--- config.mk ---
export PLATFORM = sky130hd
export DESIGN_NAME = activation_arbiter
export DESIGN_NICKNAME = d
export VERILOG_FILES = /design/src/rtl/activation_arbiter.sv
export SDC_FILE = /design/constraint.sdc
export NUM_CORES = 1
export LEC_CHECK = 0
export CAP_MARGIN = 20
export CELL_PAD_IN_SITES_DETAIL_PLACEMENT = 2
export CELL_PAD_IN_SITES_GLOBAL_PLACEMENT = 2
export CORE_UTILIZATION = 11
export DETAILED_ROUTE_END_ITERATION = 8
export PLACE_DENSITY_LB_ADDON = 0.1
export SLEW_MARGIN = 10
export SYNTH_ARGS = -nofsm -noshare
export SYNTH_HDL_FRONTEND = slang
export SYNTH_SLANG_ARGS = --single-unit
--- constraint.sdc ---
create_clock -name clk -period 2.05 [get_ports clk]
set_input_delay 0.5125 -clock clk [delete_from_list [all_inputs] [get_ports clk]]
set_output_delay 0.5125 -clock clk [all_outputs]
set_load 0.02 [all_outputs]
--- src/rtl/activation_arbiter.sv ---
// Round-robin arbiter sharing one activation unit among N requesters (ARG/RES[/ERR/FBK] per grant).
// Define ACTIV_ARB_FIXED_PRIORITY_EN to grant the lowest requesting index instead of round-robin.
module activation_arbiter #(
  parameter int N  = 4,
  parameter int IW = 2
) (
  input  logic            clk,
  input  logic            rst,
  input  logic [N-1:0]    train,
  input  logic [N-1:0]    req_arg_stb,
  output logic [N-1:0]    req_arg_rdy,
  input  logic [16*N-1:0] req_arg_dat,
  output logic [N-1:0]    req_res_stb,
  input  logic [N-1:0]    req_res_rdy,
  output logic [7:0]      req_res_dat,
  input  logic [N-1:0]    req_err_stb,
  input  logic [16*N-1:0] req_err_dat,
  output logic [N-1:0]    req_err_rdy,
  output logic [N-1:0]    req_fbk_stb,
  output logic [15:0]     req_fbk_dat,
  input  logic [N-1:0]    req_fbk_rdy,
  output logic            act_arg_stb,
  output logic [15:0]     act_arg_dat,
  input  logic            act_arg_rdy,
  input  logic            act_res_stb,
  input  logic [7:0]      act_res_dat,
  output logic            act_res_rdy,
  output logic            act_err_stb,
  output logic [15:0]     act_err_dat,
  input  logic            act_err_rdy,
  input  logic            act_fbk_stb,
  input  logic [15:0]     act_fbk_dat,
  output logic            act_fbk_rdy,
  output logic            act_en,
  output logic            act_rst,
  output logic            gnt_vld,
  output logic [IW-1:0]   gnt_id
);

  typedef enum logic [2:0] {
    IDLE = 3'd0,
    ARG  = 3'd1,
    RES  = 3'd2,
    ERR  = 3'd3,
    FBK  = 3'd4
  } state_t;

  state_t          state_r, next_s;
  logic [IW-1:0]   gnt_id_r;
  logic [IW-1:0]   win_s;
  logic            act_en_r;
  logic            gnt_vld_r;
  logic [15:0]     arg_lane_s [N];
  logic [15:0]     err_lane_s [N];

`ifdef ACTIV_ARB_FIXED_PRIORITY_EN
  function automatic logic [IW-1:0] pick_winner(input logic [N-1:0] reqs);
    logic [IW-1:0] pick;
    pick = '0;
    for (int k = N - 1; k >= 0; k--) begin
      if (reqs[k]) pick = k[IW-1:0];
    end
    return pick;
  endfunction

  assign win_s = pick_winner(req_arg_stb);
`else
  logic [IW-1:0] ptr_r;

  // Closest requester after the last grant wins, so scan far-to-near and let the nearest overwrite.
  function automatic logic [IW-1:0] pick_winner(input logic [N-1:0] reqs, input logic [IW-1:0] last);
    logic [IW-1:0] pick;
    int            idx;
    pick = '0;
    for (int k = N; k >= 1; k--) begin
      idx = (int'(last) + k) % N;
      if (reqs[idx]) pick = idx[IW-1:0];
    end
    return pick;
  endfunction

  assign win_s = pick_winner(req_arg_stb, ptr_r);
`endif

  for (genvar i = 0; i < N; i++) begin : g_lane
    assign arg_lane_s[i] = req_arg_dat[16*i +: 16];
    assign err_lane_s[i] = req_err_dat[16*i +: 16];
  end

  assign act_rst     = ~rst;
  assign act_en      = act_en_r;
  assign gnt_vld     = gnt_vld_r;
  assign gnt_id      = gnt_id_r;
  assign req_res_dat = act_res_dat;
  assign req_fbk_dat = act_fbk_dat;

  // State register and grant capture; grant fields only change when leaving IDLE.
  always_ff @(posedge clk) begin
    if (!rst) begin
      state_r   <= IDLE;
      gnt_vld_r <= 1'b0;
      gnt_id_r  <= '0;
      act_en_r  <= 1'b0;
`ifndef ACTIV_ARB_FIXED_PRIORITY_EN
      ptr_r     <= IW'(N - 1);
`endif
    end else begin
      state_r   <= next_s;
      gnt_vld_r <= (next_s != IDLE);
      if (state_r == IDLE && next_s == ARG) begin
        gnt_id_r <= win_s;
        act_en_r <= train[win_s];
`ifndef ACTIV_ARB_FIXED_PRIORITY_EN
        ptr_r    <= win_s;
`endif
      end
    end
  end

  // Next-state and handshake routing to/from the granted requester only.
  always_comb begin
    next_s      = state_r;
    req_arg_rdy = '0;
    req_res_stb = '0;
    req_err_rdy = '0;
    req_fbk_stb = '0;
    act_arg_stb = 1'b0;
    act_arg_dat = 16'h0000;
    act_res_rdy = 1'b0;
    act_err_stb = 1'b0;
    act_err_dat = 16'h0000;
    act_fbk_rdy = 1'b0;
    if (rst) begin
      case (state_r)
        IDLE: begin
          if (|req_arg_stb) next_s = ARG;
          else              next_s = IDLE;
        end
        ARG: begin
          act_arg_stb           = req_arg_stb[gnt_id_r];
          act_arg_dat           = arg_lane_s[gnt_id_r];
          req_arg_rdy[gnt_id_r] = act_arg_rdy;
          if (act_arg_stb && act_arg_rdy) next_s = RES;
          else                            next_s = ARG;
        end
        RES: begin
          req_res_stb[gnt_id_r] = act_res_stb;
          act_res_rdy           = req_res_rdy[gnt_id_r];
          if (act_res_stb && act_res_rdy) next_s = act_en_r ? ERR : IDLE;
          else                            next_s = RES;
        end
        ERR: begin
          act_err_stb           = req_err_stb[gnt_id_r];
          act_err_dat           = err_lane_s[gnt_id_r];
          req_err_rdy[gnt_id_r] = act_err_rdy;
          if (act_err_stb && act_err_rdy) next_s = FBK;
          else                            next_s = ERR;
        end
        FBK: begin
          req_fbk_stb[gnt_id_r] = act_fbk_stb;
          act_fbk_rdy           = req_fbk_rdy[gnt_id_r];
          if (act_fbk_stb && act_fbk_rdy) next_s = IDLE;
          else                            next_s = FBK;
        end
        default: next_s = IDLE;
      endcase
    end else begin
      next_s = IDLE;
    end
  end

endmodule
======== Word-level counts from Yosys, hierarchy flattened ========
Cells that the tools add are included.
cells by class
  magnitude comparators ................... 8
  multiplexer cells ....................... 62
  equal/unequal tests ..................... 5
  add/subtract/negate cells ............... 4
  reductions and logical operators ........ 13
  bitwise logic cells ..................... 10
operators by type and width
  cell                                                  count
  two-way mux 16 bit                                    8
  binary-select mux 16 bit (select 2 bit)               2
  two-way mux 4 bit                                     8
  two-way mux 1 bit                                     23
  binary-select mux 1 bit (select 2 bit)                9
  bitwise AND 4 bit                                     4
  < comparator 3 x 4 -> 1 bit (second input constant)   4
  case mux 3 bit (5 select lines)                       1
  two-way mux 2 bit                                     7
  two-way mux 3 bit                                     3
  OR reduction 2 bit                                    4
  equality test 3 x 1 -> 1 bit (second input constant)  2
  equality test 3 x 2 -> 1 bit (second input constant)  2
  logical AND 1 bit                                     6
  < comparator 2 x 3 -> 1 bit (second input constant)   2
  adder 2 x 1 -> 2 bit (second input constant)          2
  adder 2 bit (second input constant)                   2
  bitwise AND 1 bit (first input constant)              4
  OR reduction 4 bit                                    1
  equality test 3 bit (second input constant)           1
  >= comparator 3 bit (second input constant)           1
  logical NOT 3 bit                                     1
  inverter 2 -> 3 bit                                   1
  nonzero test 3 bit                                    1
  3 further kinds                                       3
word-level totals
  bits of input ports ..................... 178
  register bits ........................... 9
  output and inout bits ................... 81

======== Depth between registers and ports, before layout ========
Gate-level depths: netlist of the first run.
  depth in word-level cells ............... 12
  depth in mapped cells ................... 7
  gate-level depth less buffers ........... 5

======== Least setup slack after synthesis of the first run ========
Ideal clock, no wire load.
  kind .................................... register -> output
  from .................................... register gnt_id_r[0], in the netlist gnt_id[0]
  to ...................................... output port act_err_dat[0]
  data required time ...................... 1.537 ns
  setup slack ............................. -0.085 ns
  arrival ................................. 1.623 ns
  stages on the path, launching flop included .. 5
  cell sequence ........................... dfxtp_1 -> buf_4 -> buf_4 -> mux4_2 -> and3_1
on the way
  cells in the longest elaborated chain, start to end .. 6
ends and longest elaborated chain
  element                                                 line  text
  start, declared                                         49    logic [IW-1:0] gnt_id_r;
  start signal, assigned                                  111   gnt_id_r <= win_s;
  inverter 2 -> 3 bit (not written as such)               154   act_err_dat = err_lane_s[gnt_id_r];
  binary-select mux 16 bit (select 2 bit)                 154
  two-way mux 16 bit (not written as such) (2 in series)  154
  two-way mux 16 bit                                      134   case (state_r)
  two-way mux 16 bit                                      133   if (rst) begin
  end, declared                                           29    output logic [15:0] act_err_dat,
Every way passes these cells. The select of a mux whose other input is x is not followed.

======== Final worst setup path of the first run ========
  from .................................... input port req_arg_dat[41]
  to ...................................... output port act_arg_dat[9]
on the way
  cells in the longest elaborated chain, start to end .. 5
ends and longest elaborated chain
  element                                                 line  text
  start, declared                                         12    input logic [16*N-1:0] req_arg_dat,
  binary-select mux 16 bit (select 2 bit)                 141   act_arg_dat = arg_lane_s[gnt_id_r];
  two-way mux 16 bit (not written as such) (2 in series)  141
  two-way mux 16 bit                                      134
  two-way mux 16 bit                                      133
  end, declared                                           23    output logic [15:0] act_arg_dat,
Every way passes these cells. The select of a mux whose other input is x is not followed.

==> results of run 1 <==
[power breakdown]
part	switching (µW)	leakage [µW]	internal, µW
clock network	80.2	0.0000382	259
registers	27.6	0.0000757	194
logic	375	0.00212	636
total	483	0.00223	1090
[routing by layer]
layer  vias up  wire length, µm  track usage (%)
met5         -                0                0
met4         0               82             1.42
met3        10             1150             3.69
met2       136             6600             24.9
met1      1344             4470             13.8
li1       1267                -                -
[synth_stat cells, drive strengths merged]
library cell,instances,area [µm²]
a211o,1,8.76
a21o,1,7.51
a21oi,11,55.1
a2bb2oi,1,8.76
a31o,1,8.76
a31oi,4,25.0
and2,1,7.51
and3,18,113
and3b,1,8.76
buf,34,243
clkbuf,8,30.0
dfxtp,9,180
inv,5,18.8
mux2,3,37.5
mux2i,2,20.0
mux4,34,766
nand2,13,48.8
nand2b,3,18.8
nand3,9,45.0
nand4,2,12.5
nor2,25,93.8
nor2b,17,106
nor3,5,25.0
nor3b,3,22.5
nor4,1,12.5
o211ai,3,22.5
o21a,1,8.76
o21ai,3,15.0
o311ai,1,8.76
or2b,1,7.51
[how the worst max path moves through the flow]
| stage | endpoint | slack (ns) | cells past startpoint |
|---|---|---|---|
| floorplan | act_arg_dat[3] | 0.03 | 4 |
| global placement | req_arg_rdy[0] | -0.80 | 5 |
| detailed placement | req_arg_rdy[0] | -0.85 | 5 |
| CTS | act_err_dat[6] | -0.18 | 4 |
| global route | act_arg_dat[5] | -0.22 | 5 |
| finish | act_arg_dat[9] | -0.15 | 4 |
[final cells by class]
cell class / instances / area, µm²
antenna: 1 / 2.50
timing repair buffer: 266 / 2590
fill: 1967 / 12600
multi-input combinational: 165 / 1680
sequential: 9 / 188
clock buffer: 4 / 78.8
tap: 225 / 282
inverter: 5 / 18.8
[sequential cells by signal, summed over array words and instances, names as in the netlist]
name and cells:
gnt_vld 1, act_en 1, gnt_id 2, state_r 3
ptr_r 2
[logic make-up after synthesis]
family | Yosys count | synth area share [%]
buf+inv | 47 | 14.7
compound gates | 27 | 8.51
simple gates | 99 | 26.3
flops | 9 | 9.07
mux | 39 | 41.5
[worst max-delay path, stage by stage]
cell and delay [ns]:
sky130_fd_sc_hd__clkdlybuf4s50_1 0.41, sky130_fd_sc_hd__mux4_2 0.46, sky130_fd_sc_hd__nor2b_1 0.15, sky130_fd_sc_hd__buf_4 0.17
[through the flow]
step / util [%] / total power [µW] / instances
after global routing: 27.7 / 1680 / 675
final: 27.7 / 1570 / 675
after detailed placement: 25.6 / 1210 / 653
after CTS: 26.2 / 1570 / 671
after global placement: 25.6 / 1190 / 653
after floorplan: - / 707 / 221
[repair_timing]
| action | 4_1_cts | 5_1_grt |
|---|---|---|
| gates cloned | 2 | 1 |
| pin swaps | 19 | 7 |
| hold endpoints to repair | 0 | 0 |
| setup endpoints to repair | 55 | 46 |
| resized for setup | 362 | 72 |
| buffers inserted | 12 | 2 |
| hold buffers | 0 | 0 |
==> run_summary.xml, run 1 <==
<?xml version="1.0" encoding="UTF-8"?>
<metrics>
  <group name="sta">
    <metric name="finalSetupViolCount" unit="">34</metric>
    <metric name="slew-limit-headroom" unit="%">74.8</metric>
    <metric name="drv_slew" unit="">0</metric>
    <metric name="final.period_utilization" unit="%">108</metric>
    <metric name="finalWorstSetupSlack" unit="ns">-0.155</metric>
    <metric name="maxClockFrequency" unit="MHz">454</metric>
    <metric name="tightest_slew" unit="ns">0.374</metric>
    <metric name="fin_setup_tns" unit="ns">-3.94</metric>
    <metric name="rsz0062_at_grt" unit="">yes</metric>
    <metric name="final.setup_skew" unit="ns">0.00271</metric>
    <metric name="period_needed" unit="ns">2.20</metric>
    <metric name="whs" unit="ns">0.523</metric>
    <metric name="hold_violations_final" unit="">0</metric>
  </group>
  <group name="worst_setup_path">
    <metric name="worst_setup_path_end_kind" unit="">output port</metric>
    <metric name="critPathRequiredTime" unit="ns">1.54</metric>
    <metric name="crit_type" unit="">in2out</metric>
    <metric name="timing.reg2reg.setup_slack" unit="ns">0.21</metric>
    <metric name="worstSetupStartpoint" unit="">req_arg_dat[41]</metric>
    <metric name="reg2regPathDepth" unit="">8</metric>
    <metric name="critPathLaunchType" unit="">input port</metric>
    <metric name="critPathArrivalTime" unit="ns">1.69</metric>
    <metric name="r2r_end" unit="">state_r[1]$_SDFF_PN0_</metric>
    <metric name="crit-reg2reg-launch" unit="">gnt_id[0]$_SDFFE_PN0P_</metric>
    <metric name="timing.critical_path.fanout_max" unit="">1</metric>
  </group>
  <group name="placed_design">
    <metric name="port_buffers" unit="">210</metric>
    <metric name="dpl_worst_slack" unit="ns">-0.847</metric>
    <metric name="hpwl_after_dpl" unit="mm">9.94</metric>
    <metric name="place_congestion" unit="">0.715</metric>
    <metric name="cell_area_after_placement" unit="µm²">4470</metric>
  </group>
  <group name="layout">
    <metric name="layout_commonest_cell" unit="">sky130_fd_sc_hd__dlygate4sd2_1</metric>
    <metric name="layout_common_cells" unit="">75 x sky130_fd_sc_hd__dlygate4sd2_1, 67 x sky130_fd_sc_hd__buf_4, 51 x sky130_fd_sc_hd__clkdlybuf4s50_1</metric>
    <metric name="layout-drive-gt1-share" unit="%">42.8</metric>
    <metric name="area_delta_synth_final" unit="%">144</metric>
    <metric name="final_nets" unit="">628</metric>
    <metric name="postLayoutCellArea" unit="µm²">4840</metric>
  </group>
  <group name="yosys">
    <metric name="synth.ff_latch_count" unit="">9</metric>
    <metric name="post_synth_inst_count" unit="">221</metric>
    <metric name="yosys.cell_types.count" unit="">35</metric>
    <metric name="avgSynthCellArea" unit="µm²">8.98</metric>
    <metric name="yosysWarningCount" unit="">0</metric>
    <metric name="syn_area" unit="µm²">1990</metric>
    <metric name="proportion_of_synthesized_chip_area_in_sequential_cells" unit="%">9.07</metric>
    <metric name="syn-num-nets" unit="">399</metric>
  </group>
  <group name="clock_tree">
    <metric name="root_buffer" unit="">sky130_fd_sc_hd__clkbuf_16</metric>
    <metric name="clockBufferDepth" unit="">2</metric>
    <metric name="clock_sinks" unit="">9</metric>
    <metric name="worst_skew_pair.late_latency" unit="ns">0.23</metric>
    <metric name="cts_buffers" unit="">3</metric>
    <metric name="cts_tree" unit="">built</metric>
    <metric name="cts_htree_levels" unit="">1</metric>
    <metric name="path_clk_slew" unit="ns">0.04</metric>
  </group>
  <group name="detailed_routing">
    <metric name="postRouteWirelength" unit="mm">12.3</metric>
    <metric name="dr.pass1.iters" unit="">4</metric>
    <metric name="detail_route.vias_per_cell" unit="">4.08</metric>
    <metric name="route.detailed.drc" unit="">0</metric>
    <metric name="final_antenna_net_count" unit="">0</metric>
    <metric name="via_count" unit="">2757</metric>
    <metric name="average_detailed_routed_wire_length_per_instance" unit="µm">18.2</metric>
    <metric name="drt-initial-drc-count" unit="">55</metric>
  </group>
  <group name="floorplanning">
    <metric name="floorplan.die_area" unit="µm²">18600</metric>
    <metric name="placeableCoreArea" unit="µm²">17500</metric>
    <metric name="initial_core_util" unit="%">11.4</metric>
    <metric name="placement_rows" unit="">48</metric>
    <metric name="die_x" unit="µm">136</metric>
    <metric name="ioPinCount" unit="">259</metric>
    <metric name="die-height" unit="µm">136</metric>
  </group>
  <group name="grt">
    <metric name="grt_remaining_overflow" unit="">0</metric>
    <metric name="grt_max_degree" unit="">21</metric>
    <metric name="first_pass_grt_wire_length" unit="mm">17.8</metric>
    <metric name="initial_antenna_violation_count" unit="">1</metric>
    <metric name="globalRouteTotalUtil" unit="%">12.8</metric>
    <metric name="grt_pass1_vias" unit="">3108</metric>
  </group>
  <group name="min_path">
    <metric name="whs_endpoint" unit="">ptr_r[0]$_SDFFE_PN1P_</metric>
    <metric name="hp-class" unit="">reg2reg</metric>
    <metric name="hold-path-cell-count" unit="">2</metric>
    <metric name="worst_hold_startpoint" unit="">ptr_r[0]$_SDFFE_PN1P_</metric>
  </group>
  <group name="flow_run">
    <metric name="max_cap_viol_count" unit="">0</metric>
  </group>
  <group name="status">
    <metric name="outcome" unit="">finished, violations left</metric>
    <metric name="violated_checks" unit="">negative setup slack</metric>
  </group>
  <group name="pwr">
    <metric name="ir_drop" unit="V">0.000189</metric>
    <metric name="cell_pwr_density" unit="nW/µm²">325</metric>
    <metric name="power.static_leakage" unit="µW">0.00223</metric>
  </group>
</metrics>
No activity file was read; power rests on OpenSTA's default activity.
==> inputs of run 2 (changes only) <==
CTS_CLUSTER_SIZE = 30   (was unset)
==> results of run 2 <==
Same layout as run 1: the final DEF is identical, and so are final timing and power.
==> inputs of run 3 (changes only) <==
SETUP_SLACK_MARGIN = 0.2   (was unset)
==> run 3 against run 2 <==
  * Sequential share of layout area up 0.086 points
  * Register-to-register slack better by 0.12 ns
  * Largest power group unchanged
  * First-iteration DRC count down 42%
  * Global-route usage down 0.47 points
  * Worst hold slack better by 0.0052 ns
  * The flow still finishes with violations (negative setup slack)
==> run_summary.xml, run 3 (same netlist as run 1, synthesis figures left out) <==
<?xml version="1.0" encoding="UTF-8"?>
<metrics>
  <group name="layout">
    <metric name="final_nets" unit="">634</metric>
    <metric name="fillers" unit="">1970</metric>
    <metric name="largest_register" unit="">state_r</metric>
    <metric name="area_delta_synth_final" unit="%">153</metric>
    <metric name="layout_common_cells" unit="">120 x sky130_fd_sc_hd__dlygate4sd2_1, 66 x sky130_fd_sc_hd__buf_4, 36 x sky130_fd_sc_hd__buf_6</metric>
    <metric name="multiInputGateArea" unit="µm²">1840</metric>
    <metric name="largest_register_ffs" unit="">3</metric>
    <metric name="fraction_of_the_core_area_covered_by_cells_at_the_end_of_the_flow" unit="%">28.7</metric>
    <metric name="layout_commonest_cell" unit="">sky130_fd_sc_hd__dlygate4sd2_1</metric>
    <metric name="regArea" unit="µm²">199</metric>
    <metric name="layout-drive-gt1-share" unit="%">47.7</metric>
  </group>
  <group name="clock_tree">
    <metric name="clock_sinks" unit="">9</metric>
    <metric name="root_buffer" unit="">sky130_fd_sc_hd__clkbuf_16</metric>
    <metric name="cts_htree_levels" unit="">1</metric>
    <metric name="cts_tree" unit="">built</metric>
    <metric name="clockBufferDepth" unit="">2</metric>
    <metric name="path_clk_slew" unit="ns">0.04</metric>
    <metric name="cts_buffers" unit="">3</metric>
    <metric name="worst_skew_pair.late_latency" unit="ns">0.23</metric>
    <metric name="cts_hold_repair.buffers" unit="">0</metric>
  </group>
  <group name="worst_setup_path">
    <metric name="worst_setup_path_end_kind" unit="">output port</metric>
    <metric name="critPathArrivalTime" unit="ns">1.67</metric>
    <metric name="timing.critical_path.fanout_max" unit="">16</metric>
    <metric name="worstSetupStartpoint" unit="">gnt_id[0]$_SDFFE_PN0P_</metric>
    <metric name="crit_type" unit="">reg2out</metric>
    <metric name="critPathLaunchType" unit="">flop</metric>
    <metric name="critPathRequiredTime" unit="ns">1.54</metric>
    <metric name="crit-reg2reg-launch" unit="">gnt_id[0]$_SDFFE_PN0P_</metric>
  </group>
  <group name="sta">
    <metric name="finalSetupViolCount" unit="">34</metric>
    <metric name="final.setup_skew" unit="ns">0.000463</metric>
    <metric name="hold_violations_final" unit="">0</metric>
    <metric name="tightest_slew" unit="ns">0.359</metric>
    <metric name="maxClockFrequency" unit="MHz">457</metric>
    <metric name="period_needed" unit="ns">2.19</metric>
    <metric name="rsz0062_at_grt" unit="">yes</metric>
    <metric name="slew-limit-headroom" unit="%">75.7</metric>
    <metric name="final.period_utilization" unit="%">107</metric>
    <metric name="finalWorstSetupSlack" unit="ns">-0.137</metric>
    <metric name="drv_slew" unit="">0</metric>
  </group>
  <group name="min_path">
    <metric name="worst_hold_startpoint" unit="">ptr_r[0]$_SDFFE_PN1P_</metric>
    <metric name="hp-class" unit="">reg2reg</metric>
  </group>
  <group name="grt">
    <metric name="met1_usage" unit="%">13.1</metric>
    <metric name="global_route.peak_usage_layer" unit="">met2</metric>
    <metric name="initial_antenna_violation_count" unit="">1</metric>
    <metric name="grtUsageMet2" unit="%">24.6</metric>
    <metric name="grt_remaining_overflow" unit="">0</metric>
    <metric name="grt_max_degree" unit="">21</metric>
    <metric name="grt_pass1_vias" unit="">3160</metric>
    <metric name="first_pass_grt_wire_length" unit="mm">17.4</metric>
    <metric name="globalRouteTotalUtil" unit="%">12.3</metric>
    <metric name="global_route.usage.met3" unit="%">3.28</metric>
  </group>
  <group name="floorplanning">
    <metric name="die-height" unit="µm">136</metric>
    <metric name="ioPinCount" unit="">259</metric>
    <metric name="placement_rows" unit="">48</metric>
    <metric name="floorplan.die_area" unit="µm²">18600</metric>
    <metric name="die_x" unit="µm">136</metric>
    <metric name="initial_core_util" unit="%">11.4</metric>
    <metric name="placeableCoreArea" unit="µm²">17500</metric>
  </group>
  <group name="placed_design">
    <metric name="hpwl_after_dpl" unit="mm">9.82</metric>
    <metric name="port_buffers" unit="">210</metric>
    <metric name="place_congestion" unit="">0.710</metric>
  </group>
  <group name="detailed_routing">
    <metric name="final_antenna_net_count" unit="">0</metric>
    <metric name="postRouteWirelength" unit="mm">11.8</metric>
    <metric name="detail_route.vias_per_cell" unit="">4.02</metric>
    <metric name="via_count" unit="">2740</metric>
    <metric name="dr.pass1.iters" unit="">4</metric>
    <metric name="route.detailed.drc" unit="">0</metric>
    <metric name="drt-initial-drc-count" unit="">32</metric>
    <metric name="average_detailed_routed_wire_length_per_instance" unit="µm">17.3</metric>
  </group>
  <group name="pwr">
    <metric name="power.static_leakage" unit="µW">0.00225</metric>
    <metric name="cell_pwr_density" unit="nW/µm²">321</metric>
    <metric name="total_power" unit="µW">1610</metric>
    <metric name="ir_drop" unit="V">0.000199</metric>
  </group>
  <group name="status">
    <metric name="outcome" unit="">finished, violations left</metric>
    <metric name="violated_checks" unit="">negative setup slack</metric>
  </group>
  <group name="flow_run">
    <metric name="max_cap_viol_count" unit="">0</metric>
  </group>
</metrics>
## run 3: cell count changes in the layout (fill, tap and decap cells not counted), moves of 3 or more
cell and delta:
sky130_fd_sc_hd__nor2_1 -4, sky130_fd_sc_hd__nor2b_4 +6, sky130_fd_sc_hd__dfxtp_1 -3, sky130_fd_sc_hd__nor2_2 -3, sky130_fd_sc_hd__nor2b_1 -5, sky130_fd_sc_hd__nor2_4 +7, sky130_fd_sc_hd__dlygate4sd2_1 +45, sky130_fd_sc_hd__buf_6 +14
sky130_fd_sc_hd__buf_2 -5, sky130_fd_sc_hd__clkdlybuf4s50_1 -31, sky130_fd_sc_hd__dfxtp_4 +3, sky130_fd_sc_hd__dlymetal6s2s_1 -15
## run 3: final timing paths
path / end / slack (ns) / depth (start not counted)
min: ptr_r[0]$_SDFFE_PN1P_ / 0.53 / 2
max: act_arg_dat[0] / -0.14 / 4
min reg2reg: ptr_r[0]$_SDFFE_PN1P_ / 0.53 / 2
max reg2reg: gnt_vld$_SDFF_PN0_ / 0.33 / 6
## run 3: cell type report
type | instances | area share [%]
multi-input combinational | 165 | 36.7
inverter | 5 | 0.424
sequential | 9 | 3.97
tap | 225 | 5.61
antenna | 1 | 0.0499
clock buffer | 4 | 1.57
timing repair buffer | 272 | 51.7
## run 3: through the flow
stage	hold slack (ns)	setup slack (ns)	TNS [ns]	cell area (µm²)	std cells
detailed placement	0.533	-0.718	-33.01	4630	658
floorplan	0.485	0.126	0	2140	221
finish	0.528	-0.137	-3.21	5020	681
global placement	0.519	-0.663	-31.80	4630	658
CTS	0.539	-0.164	-3.78	4870	675
global route	0.546	-0.198	-5.31	5020	681
## run 3: timing repair
item                       CTS  global route
resized for setup          470            31
gates cloned                 1             2
pin swaps                   29            12
buffers inserted            12             3
setup endpoints to repair   61            58
## run 3: worst max-delay path, cell delays in order (launching register included)
cell and delay [ns]:
sky130_fd_sc_hd__dfxtp_4 0.40, sky130_fd_sc_hd__buf_12 0.19, sky130_fd_sc_hd__mux4_2 0.54, sky130_fd_sc_hd__nor2b_1 0.15, sky130_fd_sc_hd__buf_4 0.15
## run 3: per-layer routing
layer,vias to the layer above,wire [µm]
met3,10,978
met4,0,36
li1,1285,-
met5,-,0
met1,1311,4510
met2,134,6290
## run 3: power by group
group          switching [µW]  internal [µW]
combinational             403            642
clock                    83.6            260
sequential               27.7            193
